===== config.mk =====
export PLATFORM = sky130hd
export DESIGN_NAME = uart_rx_axis_packer
export DESIGN_NICKNAME = d
export VERILOG_FILES = /design/src/rtl/uart_rx_axis_packer.sv
export SDC_FILE = /design/constraint.sdc
export NUM_CORES = 1
export LEC_CHECK = 0
export BUFFER_PORTS_ARGS = -buffer_cell sky130_fd_sc_hd__clkbuf_2
export CAP_MARGIN = 15
export CORE_MARGIN = 2
export CORE_UTILIZATION = 55
export DETAILED_ROUTE_END_ITERATION = 7
export PLACE_DENSITY_LB_ADDON = 0.08
export SLEW_MARGIN = 10
export SYNTH_ARGS = -nofsm -noshare
export SYNTH_HDL_FRONTEND = slang
export SYNTH_SLANG_ARGS = --single-unit

===== constraint.sdc =====
create_clock -name clk -period 2.65 [get_ports clk]
set_input_delay 0.53 -clock clk [delete_from_list [all_inputs] [get_ports clk]]
set_output_delay 0.53 -clock clk [all_outputs]
set_load 0.005 [all_outputs]

===== src/rtl/uart_rx_axis_packer.sv =====
`timescale 1ns/1ps
// Packs UART bytes into AXI-Stream packets. Each byte is held until the next one or an idle timeout,
// so tlast can be attached; exits through a first-word-fall-through FIFO that drops on full.

// Generic FWFT FIFO: push visible one cycle later; discards a push when full unless a pop frees a slot.
module packer_fifo #(
  parameter int W     = 9,
  parameter int DEPTH = 16
) (
  input  logic                       clk,
  input  logic                       rst,
  input  logic                       wr_vld,
  input  logic [W-1:0]               wr_dat,
  output logic                       wr_drop,
  output logic                       rd_vld,
  input  logic                       rd_rdy,
  output logic [W-1:0]               rd_dat,
  output logic [$clog2(DEPTH):0]     level
);
  localparam int AW = $clog2(DEPTH);
  localparam logic [AW:0] FULL_LVL = (AW+1)'(DEPTH);

  logic [W-1:0]  mem [DEPTH];
  logic [AW-1:0] wr_ptr, rd_ptr;
  logic [AW:0]   level_q;
  logic          full, do_push, do_pop;

  assign full    = (level_q == FULL_LVL);
  assign rd_vld  = (level_q != '0);
  assign do_pop  = rd_vld && rd_rdy;
  assign do_push = wr_vld && (!full || do_pop);
  assign wr_drop = wr_vld && full && !do_pop;
  assign rd_dat  = rd_vld ? mem[rd_ptr] : '0;
  assign level   = level_q;

  always_ff @(posedge clk) begin
    if (do_push) mem[wr_ptr] <= wr_dat;
  end

  always_ff @(posedge clk) begin
    if (rst) begin
      wr_ptr  <= '0;
      rd_ptr  <= '0;
      level_q <= '0;
    end else begin
      if (do_push) wr_ptr <= wr_ptr + AW'(1);
      if (do_pop)  rd_ptr <= rd_ptr + AW'(1);
      case ({do_push, do_pop})
        2'b10:   level_q <= level_q + (AW+1)'(1);
        2'b01:   level_q <= level_q - (AW+1)'(1);
        default: level_q <= level_q;
      endcase
    end
  end
endmodule

// Hold register + idle timer decide tlast; byte k emerges one cycle after byte k+1 or the timeout.
module uart_rx_axis_packer #(
  parameter int WIDTH       = 8,
  parameter int DEPTH       = 16,
  parameter int MAX_PKT     = 64,
  parameter int IDLE_CYCLES = 8680
) (
  input  logic                     clk,
  input  logic                     rst,
  input  logic [WIDTH-1:0]         rx_data,
  input  logic                     rx_valid,
  output logic [WIDTH-1:0]         m_axis_data,
  output logic                     m_axis_valid,
  input  logic                     m_axis_ready,
  output logic                     m_axis_last,
  output logic                     overflow,
  output logic [$clog2(DEPTH):0]   fifo_level
);
  localparam int TW = $clog2(IDLE_CYCLES);
  localparam int PW = $clog2(MAX_PKT + 1);
  localparam logic [TW-1:0] T_LAST = TW'(IDLE_CYCLES - 1);
  localparam logic [PW-1:0] P_MAX  = PW'(MAX_PKT);
  localparam logic [0:0] S_IDLE = 1'b0;
  localparam logic [0:0] S_HOLD = 1'b1;

  logic [0:0]       state;
  logic [WIDTH-1:0] hold_dat;
  logic [PW-1:0]    pkt_cnt;
  logic [TW-1:0]    timer;
  logic             timeout, push_vld, push_last, push_drop;
  logic [WIDTH:0]   rd_dat;

  assign timeout   = (state == S_HOLD) && (timer == T_LAST);
  assign push_vld  = (state == S_HOLD) && (rx_valid || timeout);
  // A new byte in the timeout cycle wins, so last then comes only from the packet-length limit.
  assign push_last = rx_valid ? (pkt_cnt == P_MAX) : 1'b1;

  always_ff @(posedge clk) begin
    if (rst) begin
      state    <= S_IDLE;
      hold_dat <= '0;
      pkt_cnt  <= '0;
      timer    <= '0;
    end else if (rx_valid) begin
      state    <= S_HOLD;
      hold_dat <= rx_data;
      timer    <= '0;
      if (state == S_IDLE || pkt_cnt == P_MAX) pkt_cnt <= PW'(1);
      else                                     pkt_cnt <= pkt_cnt + PW'(1);
    end else if (state == S_HOLD) begin
      if (timeout) begin
        state   <= S_IDLE;
        pkt_cnt <= '0;
        timer   <= '0;
      end else begin
        timer <= timer + TW'(1);
      end
    end
  end

  always_ff @(posedge clk) begin
    if (rst)            overflow <= 1'b0;
    else if (push_drop) overflow <= 1'b1;
  end

  packer_fifo #(.W(WIDTH + 1), .DEPTH(DEPTH)) u_fifo (
    .clk     (clk),
    .rst     (rst),
    .wr_vld  (push_vld),
    .wr_dat  ({push_last, hold_dat}),
    .wr_drop (push_drop),
    .rd_vld  (m_axis_valid),
    .rd_rdy  (m_axis_ready),
    .rd_dat  (rd_dat),
    .level   (fifo_level)
  );

  assign m_axis_last = rd_dat[WIDTH];
  assign m_axis_data = rd_dat[WIDTH-1:0];
endmodule


* Yosys cells after proc, flatten, opt, wreduce, memory -nomap -nowiden
Memory sizes are Yosys's and may differ from the RTL's. A register that Yosys moved wholly into a read port is not among the register bits.
Index checks and enable logic that the tools add are counted.
** Word-level totals
- RAM bits :: 144
- Word-level logic and storage cells :: 53
- Memories kept :: 1
- Register bits after elaboration :: 44
- Output and inout port bits :: 16
- Input bits :: 12
** Memory list
- u_fifo.mem :: depth 16, bits a word 9, rd ports 1, clocked after memory_dff 1, write ports 1, RTL line 23 : logic [W-1:0] mem [DEPTH];
** Operators by class
- Add/sub/neg operators :: 6
- Reductions and logical operators :: 17
- Bitwise gates (word level) :: 1
- Muxes and demuxes :: 15
- Equality and inequality tests :: 5
** Operators with widths (count)
- $mux W7 :: 4
- $add A14 B1 Y14 const B :: 1
- $eq A14 B14 Y1 const B :: 1
- $mux W14 :: 1
- $pmux W5 S2 :: 1
- $mux W9 :: 1
- $add A4 B1 Y4 const B :: 2
- $mux W4 :: 2
- $add A7 B1 Y7 const B :: 1
- $eq A7 B7 Y1 const B :: 1
- $logic_and A1 B1 Y1 :: 6
- $mux W1 :: 6
- $reduce_bool A2 Y1 :: 3
- $add A5 B1 Y5 const B :: 1
- $eq A5 B5 Y1 const B :: 1
- $reduce_bool A5 Y1 :: 1
- $sub A5 B1 Y5 const B :: 1
- $logic_or A1 B1 Y1 :: 3
- $eq A2 B1 Y1 const B :: 1
- $eq A2 B2 Y1 const B :: 1
- $logic_not A1 Y1 :: 2
- $reduce_and A2 Y1 :: 1
- $reduce_or A2 Y1 :: 1
- $not A1 Y1 :: 1

* Logic depth before layout (Yosys ltp)
Gate-level depths: netlist of the first run.
- Depth after elaboration :: 7
- Gate-level depth with buffers :: 11
- Depth with buffers taken out :: 10

* Cells and area by module
A second synthesis of the first run with hierarchy kept.
** Unflattened totals
- Cells, all modules :: 500
- Area total of the unflattened synthesis :: 7861.3 µm²
** By module, submodules not included
- packer_fifo :: sequential area each 4664.5 µm², area each 6476.2 µm², cells an instance 342, instances 1
- uart_rx_axis_packer :: sequential area each 620.6 µm², area each 1385.1 µm², cells an instance 158, instances 1

* Worst setup path before layout of the first run
No wires, ideal clock.
- Path kind :: register to register
- Start point :: register timer[3]
- End point :: register u_fifo.level_q[4] (netlist: u_fifo.level[4])
- Stages on the path, launching flop included :: 11
- Data required time :: 2529 ps
- Arrival :: 2683 ps
- Buffers on the path :: 1
- Setup time :: 121 ps
- Period minus slack after synthesis :: 2804 ps
- Path slack :: -154 ps
- Path through :: dfxtp_1 -> or4b_4 -> nor4_4 -> nor3_2 -> buf_6 -> xor2_1 -> ha_1 -> or3_1 -> a21oi_1 -> a22oi_1 -> mux2_2
** On the way
- Word-level cells in the longest chain between the ends :: 7
- Elaborated cells between the ends (all ways) :: 9
- Classes of those cells :: 3 x eq/ne; 1 x mux; 5 x reduce/logical
** Ends and longest elaborated chain
- start: declaration :: RTL line 85 : logic [TW-1:0] timer;
- start signal: assignment :: RTL line 112 : timer <= timer + TW'(1);
- $eq A14 B14 Y1 * :: RTL line 89 : assign timeout = (state == S_HOLD) && (timer == T_LAST);
- $logic_and A1 B1 Y1 * :: RTL line 89
- $logic_or A1 B1 Y1 * :: RTL line 90 : assign push_vld = (state == S_HOLD) && (rx_valid || timeout);
- $logic_and A1 B1 Y1 * :: RTL line 90
- $logic_and A1 B1 Y1 * :: RTL line 31 : assign do_push = wr_vld && (!full || do_pop);
- $eq A2 B1 Y1 or $eq A2 B2 Y1 (tied branches) :: RTL line 48 : case ({do_push, do_pop})
- $pmux W5 S2 or $reduce_bool A2 Y1 (tied branches)
- end signal: assignment :: RTL line 49 : 2'b10: level_q <= level_q + (AW+1)'(1);
- end signal: assignment :: RTL line 50 : 2'b01: level_q <= level_q - (AW+1)'(1);
- end signal: assignment :: RTL line 51 : default: level_q <= level_q;
- end: declaration :: RTL line 25 : logic [AW:0] level_q;
Every way passes the cells marked *; elsewhere a longest branch is shown, timed or not.
A chain may end at the register's enable or synchronous reset.

==> results by group, run 1 <==
CTS
  – Skew-Pair Late Insertion Delay: between 0.4 and 0.5 ns
  – CTS buffer count: 17
  – CTS tree: done
  – Clk root buf: clkbuf_16
  – H-Tree Depth: 4
  – Worst-path clk slew: about 0.060 ns
  – Clock Sinks: 192
  – Max clock buf depth: 2

Synth
  – Simple-gate share of the synthesized area: 9.250%
  – Mux cell area share after synthesis: between 10 and 15%
  – Post-Synth Adder-Cell Area: roughly 1.6%
  – Synth top area share: around 55%
  – Post-synth EDFFs: approximately 140
  – Mapped cell area: 7805 µm²
  – Register area share after synthesis: about 68%
  – Mapped Nets: roughly 500
  – Largest family of logic cells by synthesized area: multiplexers
  – Post-Syn Area per Cell: 16.50 µm²
  – Fraction of registers with async set/reset: 0%
  – Main area contributors after synthesis: edfxtp_1 55%, mux4_2 13%, dfxtp_1 12%, nor2_1 2.1%, and2_1 1.8%
  – Main flop type after synthesis: edfxtp_1
  – Unique masters post-synth: 56
  – Cells after Synth: 473
  – Synth warn: 0
  – Synth area leader: edfxtp_1
  – Synth Register Bits: 192
  – Fraction of synthesized cell area in xor and xnor cells: under 10%
  – Synth Area in Compound Gates: between 2 and 3%

Layout
  – Fillers: ~970
  – Final Core Density: ~66%
  – Synth-to-layout area growth: 17.62%
  – Ratio of cells with drive above 1 in the final layout: 29.24%
  – Antenna Cells: 0
  – Final net count: between 500 and 600

Detailed routing
  – DR pass1 iterations: 4
  – DR vias: 4260
  – Drt wl/cell: about 21 µm
  – DRT antenna net count: 0
  – Initial drt markers: 363
  – Vias per cell: slightly below 6
  – Drt total wl: about 16000 µm
  – DRC viols: 0

Placed design
  – Placer Congestion: approximately 0.8
  – Final HPWL DP: approximately 10000 µm
  – Setup Slack @ Placement: 0.09281 ns
  – Port bufs: 27

Critical path
  – Crit-path most repeated cell: mux4_2
  – Crit path DAT: between 2 and 2.5 ns
  – CP max FO: 7
  – Critical Path Start Type: flop
  – Worst Path Required: 2.12 ns
  – Worst Reg-to-Reg Cells: 9
  – Worst path cell trace: buf_12, mux4_2, mux4_2, and2_4, clkbuf_2
  – R2R setup slack: about 0.070 ns
  – CP Capture Type: output pin
  – CP Class: reg2out
  – Crit path max-delay family: multiplexers
  – Buffer and inverter count on the worst path: 2
  – Reg2reg end: u_fifo.level[4]$_SDFFE_PP0P_
  – Worst r2r src: timer[11]$_SDFFE_PP0P_
  – Max incr delay on CP: 0.55 ns
  – CP max stage cell: mux4_2

Hold path
  – HP Class: in2reg
  – WHS Endpoint: hold_dat[6]$_SDFFE_PP0P_
  – Cell depth of the worst hold path: 3
  – Hold path start: rx_data[6]

Timing
  – Post-layout min period: 2.896 ns
  – Tcrit/Tclk final: 109.3%
  – Fmax: roughly 350 MHz
  – Hold Fails Final Rpt: 0
  – Unrepaired setup endpoints after global routing: yes
  – Relative slew slack: a little under three fifths
  – Worst setup margin: -0.2457 ns
  – Fin. max-slew vios: 0
  – Slew @ Worst Pin: 0.6564 ns
  – Setup violators final: 9
  – Setup Skew: a little over 0.006 ns

Status
  – Failing checks: negative setup slack
  – Outcome: complete, but fails checks

Pwr
  – Pwr Density: 812.3 nW/µm²
  – Switching Share: 25.35%
  – LEAKAGE: 3.154 nW
  – Switching power: ~1.9 mW
  – Clk pwr share: between 30% and 40%
  – Internal Pwr Total: between 5 and 6 mW
  – Worst VDD drop: between 0.5 and 0.6 mV
  – Seq pwr share: a little under half
  – Comb pwr share: between 20% and 30%
  – Total Power: around 7.5 mW

GRT
  – Vias in the first global route: 4295
  – Initial antenna violation count: 0
  – First-pass GRT wire length: 23960 µm
  – Largest net degree at the start of global routing: 37
  – Total GRT Usage: ~22%
  – Grt ovf: 0

Die
  – Die height: ~120 µm
  – Core region area: 13880 µm²
  – Die X: between 100 and 150 µm
  – Row Count: between 40 and 50
  – I/O pins: 28
  – Die area: roughly 15000 µm²
  – Initial Util: 56.23%

Run
  – Max_cap viols: 0
logic make-up after synthesis:
logic type / after synthesis
adders and majority gates: 10
AOI/OAI and AO/OA: 33
DFF: 192
buffers and inverters: 30
and+or+nand+nor: 130
muxes: 59
xor gates and xnor gates: 19
worst reg2reg max path, delay by kind of cell (launching register included):
kind,cells,cell delay (ns)
fa+ha+maj,1,0.22
mux,1,0.28
xor+xnor,1,0.16
compound gates,2,0.20
simple gates,4,1.30
flops,1,0.33
cells in the final DEF (no fill, tap or decap), types with 11 or more instances in the layout:
cell type	synthesis	routed
edfxtp_1	144	144
dfxtp_1	48	46
mux4_2	45	45
nor2_1	43	43
buf_4	0	30
clkbuf_2	0	26
and2_1	22	19
clkbuf_16	0	19
xor2_1	12	12
mux2i_1	11	11
buf_12	0	11
flip-flops by register name (all words and copies together), names as in the netlist, named ones only:
name,cells
timer,14
hold_dat,8
u_fifo.wr_ptr,4
u_fifo.rd_ptr,4
state,1
u_fifo.mem,144
overflow,1
u_fifo.level,5
pkt_cnt,7
Yosys cell counts (3+ instances only):
master    number
edfxtp_1     144
dfxtp_1       48
mux4_2        45
nor2_1        43
and2_1        22
xor2_1        12
clkbuf_1      11
mux2i_1       11
ha_1          10
inv_1         10
nand3_1       10
nor3_1        10
a21oi_1        9
nand2_1        7
xnor2_1        7
buf_1          5
nand2b_1       5
and3_1         4
and4_1         4
o21ai_0        4
a22oi_1        3
buf_2          3
mux2_2         3
or3_1          3
cell type report:
cell class	count	area, µm²	area share (%)
sequential	192	5290	57.63
multi-input combinational	251	2437	26.55
timing repair buffer	70	636.9	6.937
clock buffer	19	432.9	4.716
tap	180	225.2	2.453
clock inverter	12	120.1	1.308
inverter	10	37.54	0.4089
timing repair:
action	in CTS	in global routing
endpoints found under the hold margin	0	0
hold buffers	0	0
pin swaps	0	5
setup buffers	0	1
gates resized for setup	2	10
gates cloned	0	2
setup endpoints to repair	9	118
power groups by stage:
stage / clock [mW] / sequential [mW] / combinational (mW)
after floorplan: 0 / 3.46 / 0.982
after global placement: 0 / 3.46 / 1.48
after global routing: 2.58 / 3.43 / 1.76
after CTS: 2.45 / 3.41 / 1.52
after detailed placement: 0 / 3.47 / 1.51
final: 2.42 / 3.42 / 1.62
worst max path at each step:
stage / startpoint / endpoint / cells after the start
after detailed placement: timer[9]$_SDFFE_PP0P_ / u_fifo.mem[1][5]$_DFFE_PP_ / 7
after floorplan: timer[3]$_SDFFE_PP0P_ / u_fifo.level[4]$_SDFFE_PP0P_ / 10
after global routing: flop / m_axis_data[6] / 5
final: flop / m_axis_data[6] / 5
after global placement: timer[9]$_SDFFE_PP0P_ / u_fifo.level[4]$_SDFFE_PP0P_ / 9
after CTS: flop / m_axis_data[1] / 5
per-layer routing:
| metal | routed length, µm | vias up | share of wire, % | GRT usage (%) |
|---|---|---|---|---|
| met4 | 243 | 0 | 1.6 | 8.026 |
| met5 | 0 | - | 0 | 0 |
| met1 | 6673 | 2183 | 43 | 29.17 |
| met3 | 560 | 19 | 3.6 | 3.875 |
| li1 | - | 1974 | - | - |
| met2 | 8026 | 84 | 52 | 36.98 |
metrics by stage:
| step | std cells | TNS, ns | hold WS (ns) | cell area [µm²] |
|---|---|---|---|---|
| floorplan | 473 | -0.06186 | 0.4370 | 7809 |
| global placement | 700 | 0 | 0.4512 | 8528 |
| detailed placement | 700 | 0 | 0.4537 | 8528 |
| CTS | 731 | -2.053 | 0.3374 | 9086 |
| global route | 734 | -2.628 | 0.3584 | 9180 |
| finish | 734 | -1.998 | 0.3504 | 9180 |
Note: power is estimated with default switching activity, not from simulation.
==> run 2, diff against run 1 <==
==> constraint.sdc (replaced) <==
create_clock -name clk -period 2.65 [get_ports clk]
set_input_delay 0.53 -clock clk [delete_from_list [all_inputs] [get_ports clk]]
set_output_delay 0.53 -clock clk [all_outputs]
set_load 0.1 [all_outputs]
==> run 2 against run 1 <==
Compared with the run above:
- the flow still finishes with violations (negative setup slack)
- design area rose by 3.2%
- core utilization rose by 2.1 points
- via count rose by 0.23%
- wire length rose by 5.0%
- combinational power rose by 95%
- hold slack got worse by 0.0025 ns
- fmax fell by 2.5%
- critical path type unchanged
==> results by group, run 2 (synthesis gave the netlist of run 1 again) <==
Critical path
  – CP Class: reg2out
  – Worst r2r src: timer[3]$_SDFFE_PP0P_
  – Worst Path Required: 2.12 ns (about the same)
  – Crit path DAT: 2.44 ns (+0.07 ns)
  – R2R setup slack: -0.01 ns (-0.08 ns)
  – Critical Path Start Type: flop
  – End point of the critical path: m_axis_data[2]
  – CP max FO: 7 (unchanged)
  – Worst path cell trace: buf_12, buf_16, mux4_2, mux4_2, and2_4, buf_12
  – Reg2reg end: u_fifo.level[4]$_SDFFE_PP0P_
  – Max incr delay on CP: 0.51 ns (-0.04 ns)
  – Worst Reg-to-Reg Cells: 10 (+1)
  – CP max stage cell: mux4_2
  – CP Capture Type: output pin

Timing
  – Tcrit/Tclk final: 112.1% (+2.8 points)
  – Setup Skew: 0.006972 ns (+0.0007797 ns)
  – Hold Fails Final Rpt: 0 (unchanged)
  – Fin. max-slew vios: 0 (unchanged)
  – Setup violators final: 10 (+1)
  – Unrepaired setup endpoints after global routing: yes
  – Relative slew slack: 54.68% (-1.5 points)
  – Worst setup margin: -0.3198 ns (-0.07415 ns)
  – Post-layout min period: 2.970 ns (+0.07415 ns)
  – Slew @ Worst Pin: 0.6789 ns (+0.02247 ns)
  – Fmax: 336.7 MHz (-2.5%)

CTS
  – CTS tree: done
  – CTS buffer count: 17 (unchanged)
  – Worst-path clk slew: 0.06 ns (about the same)
  – Clock Sinks: 192 (unchanged)
  – H-Tree Depth: 4 (unchanged)
  – Max clock buf depth: 2 (unchanged)
  – Skew-Pair Late Insertion Delay: 0.42 ns (about the same)
  – Clk root buf: clkbuf_16
  – CTS Hold Bufs: 0 (unchanged)

Die
  – Core region area: 13880 µm² (unchanged)
  – Row Count: 43 (unchanged)
  – Die height: 123.1 µm (unchanged)
  – Initial Util: 56.23% (unchanged)
  – I/O pins: 28 (unchanged)
  – Die area: 15160 µm² (unchanged)
  – Die X: 123.1 µm (unchanged)

Pwr
  – Worst VDD drop: 0.7201 mV (+38%)
  – LEAKAGE: 3.238 nW (+2.7%)
  – Pwr Density: 965.3 nW/µm² (+19%)

Detailed routing
  – DRT antenna net count: 0 (unchanged)
  – Vias per cell: 5.810 (about the same)
  – DR pass1 iterations: 4 (unchanged)
  – DRC viols: 0 (unchanged)
  – Drt wl/cell: 22.15 µm (+4.9%)
  – Initial drt markers: 349 (-3.9%)
  – Drt total wl: 16280 µm (+5.0%)
  – DR vias: 4270 (+0.23%)

Layout
  – Commonest non-fill, non-tap cell in the layout: edfxtp_1
  – Largest registers: u_fifo.mem: 144 flops, timer: 14 flops, hold_dat: 8 flops
  – Final net count: 564 (unchanged)
  – Antenna Cells: 0 (unchanged)
  – Synth-to-layout area growth: 21.35%
  – Most flop-heavy register: u_fifo.mem
  – Fin area: 9472 µm² (+3.2%)
  – Most frequent cells in the layout: 144 x edfxtp_1, 45 x mux4_2, 43 x nor2_1, 40 x dfxtp_1, 27 x buf_12
  – Ratio of cells with drive above 1 in the final layout: 31.53% (+2.3 points)
  – Number of flip-flops in the largest register: 144 (unchanged)

Placed design
  – Placer Congestion: 0.8624 (+7.3%)
  – Final HPWL DP: 10100 µm (-3.0%)
  – Setup Slack @ Placement: 0.03756 ns (-0.05524 ns)
  – Port bufs: 27 (unchanged)
  – Post-DP Area: 8738 µm² (+2.5%)

Status
  – Failing checks: negative setup slack
  – Outcome: complete, but fails checks

GRT
  – Total GRT Usage: 23.67% (+1.6 points)
  – Initial antenna violation count: 0 (unchanged)
  – Largest net degree at the start of global routing: 37 (unchanged)
  – Grt ovf: 0 (unchanged)
  – Vias in the first global route: 4435 (+3.3%)
  – First-pass GRT wire length: 25320 µm (+5.7%)

Hold path
  – HP Class: in2reg

Run
  – Max_cap viols: 0 (unchanged)
==> run 2: cell count changes in the layout (fill, tap and decap cells not counted), moves of 3 or more <==
cell	delta
buf_12	+16
clkbuf_2	-9
buf_4	-8
and2_1	-6
and2_4	+6
clkbuf_1	+6
dfxtp_1	-6
dfxtp_2	+3
dfxtp_4	+3
==> run 2: how the worst min path moves through the flow <==
stage	endpoint	from	slack, ns	depth (start not counted)
finish	hold_dat[1]$_SDFFE_PP0P_	rx_data[1]	0.35	3
global placement	pkt_cnt[6]$_SDFFE_PP0P_	pkt_cnt[6]$_SDFFE_PP0P_	0.45	2
floorplan	pkt_cnt[6]$_SDFFE_PP0P_	pkt_cnt[6]$_SDFFE_PP0P_	0.44	2
global route	hold_dat[1]$_SDFFE_PP0P_	rx_data[1]	0.34	3
detailed placement	pkt_cnt[6]$_SDFFE_PP0P_	pkt_cnt[6]$_SDFFE_PP0P_	0.47	2
CTS	hold_dat[1]$_SDFFE_PP0P_	rx_data[1]	0.34	3
==> run 2: worst max-delay path, delay by kind of cell, from the launching register on <==
| family | cells | cell delay [ns] |
|---|---|---|
| buf+inv | 3 | 0.43 |
| mux | 2 | 0.99 |
| flops | 1 | 0.43 |
| simple gates | 1 | 0.18 |
==> run 2: layout make-up <==
type / instances / area [µm²]
fill: 938 / 4409
sequential: 192 / 5305
tap: 180 / 225.2
multi-input combinational: 251 / 2469
clock buffer: 25 / 455.4
inverter: 10 / 37.54
clock inverter: 7 / 117.6
timing repair buffer: 70 / 862.1
==> run 2: through the flow <==
stage | total power [mW] | setup TNS, ns | util, % | std cells | hold slack [ns]
3_5_place_dp | 6.446 | 0 | 62.95 | 698 | 0.4749
5_1_grt | 9.459 | -3.310 | 68.24 | 735 | 0.3421
2_1_floorplan | 5.606 | -0.03689 | - | 473 | 0.4370
6_report | 9.143 | -2.609 | 68.24 | 735 | 0.3478
4_1_cts | 9.164 | -3.000 | 68.14 | 735 | 0.3351
3_3_place_gp | 6.406 | 0 | 62.95 | 698 | 0.4522
==> run 2: power breakdown <==
part / total (mW) / leakage (nW) / switching [mW] / internal [mW]
combinational: 3.16 / 1.25 / 1.87 / 1.29
clock: 2.51 / 0.277 / 1.02 / 1.49
sequential: 3.47 / 1.72 / 0.141 / 3.33
total: 9.14 / 3.24 / 3.03 / 6.11
==> run 2: routing by layer <==
layer	GRT usage, %	wire (µm)
met5	0	0
met4	8.026	239
met3	4.520	675
met2	41.62	8728
met1	29.48	6638
==> run 2: timing repair <==
item	4_1_cts	5_1_grt
hold endpoints to repair	0	0
gates resized for setup	14	12
setup buffers	2	1
pin swaps	0	1
gates cloned	3	0
setup endpoints to repair	9	68
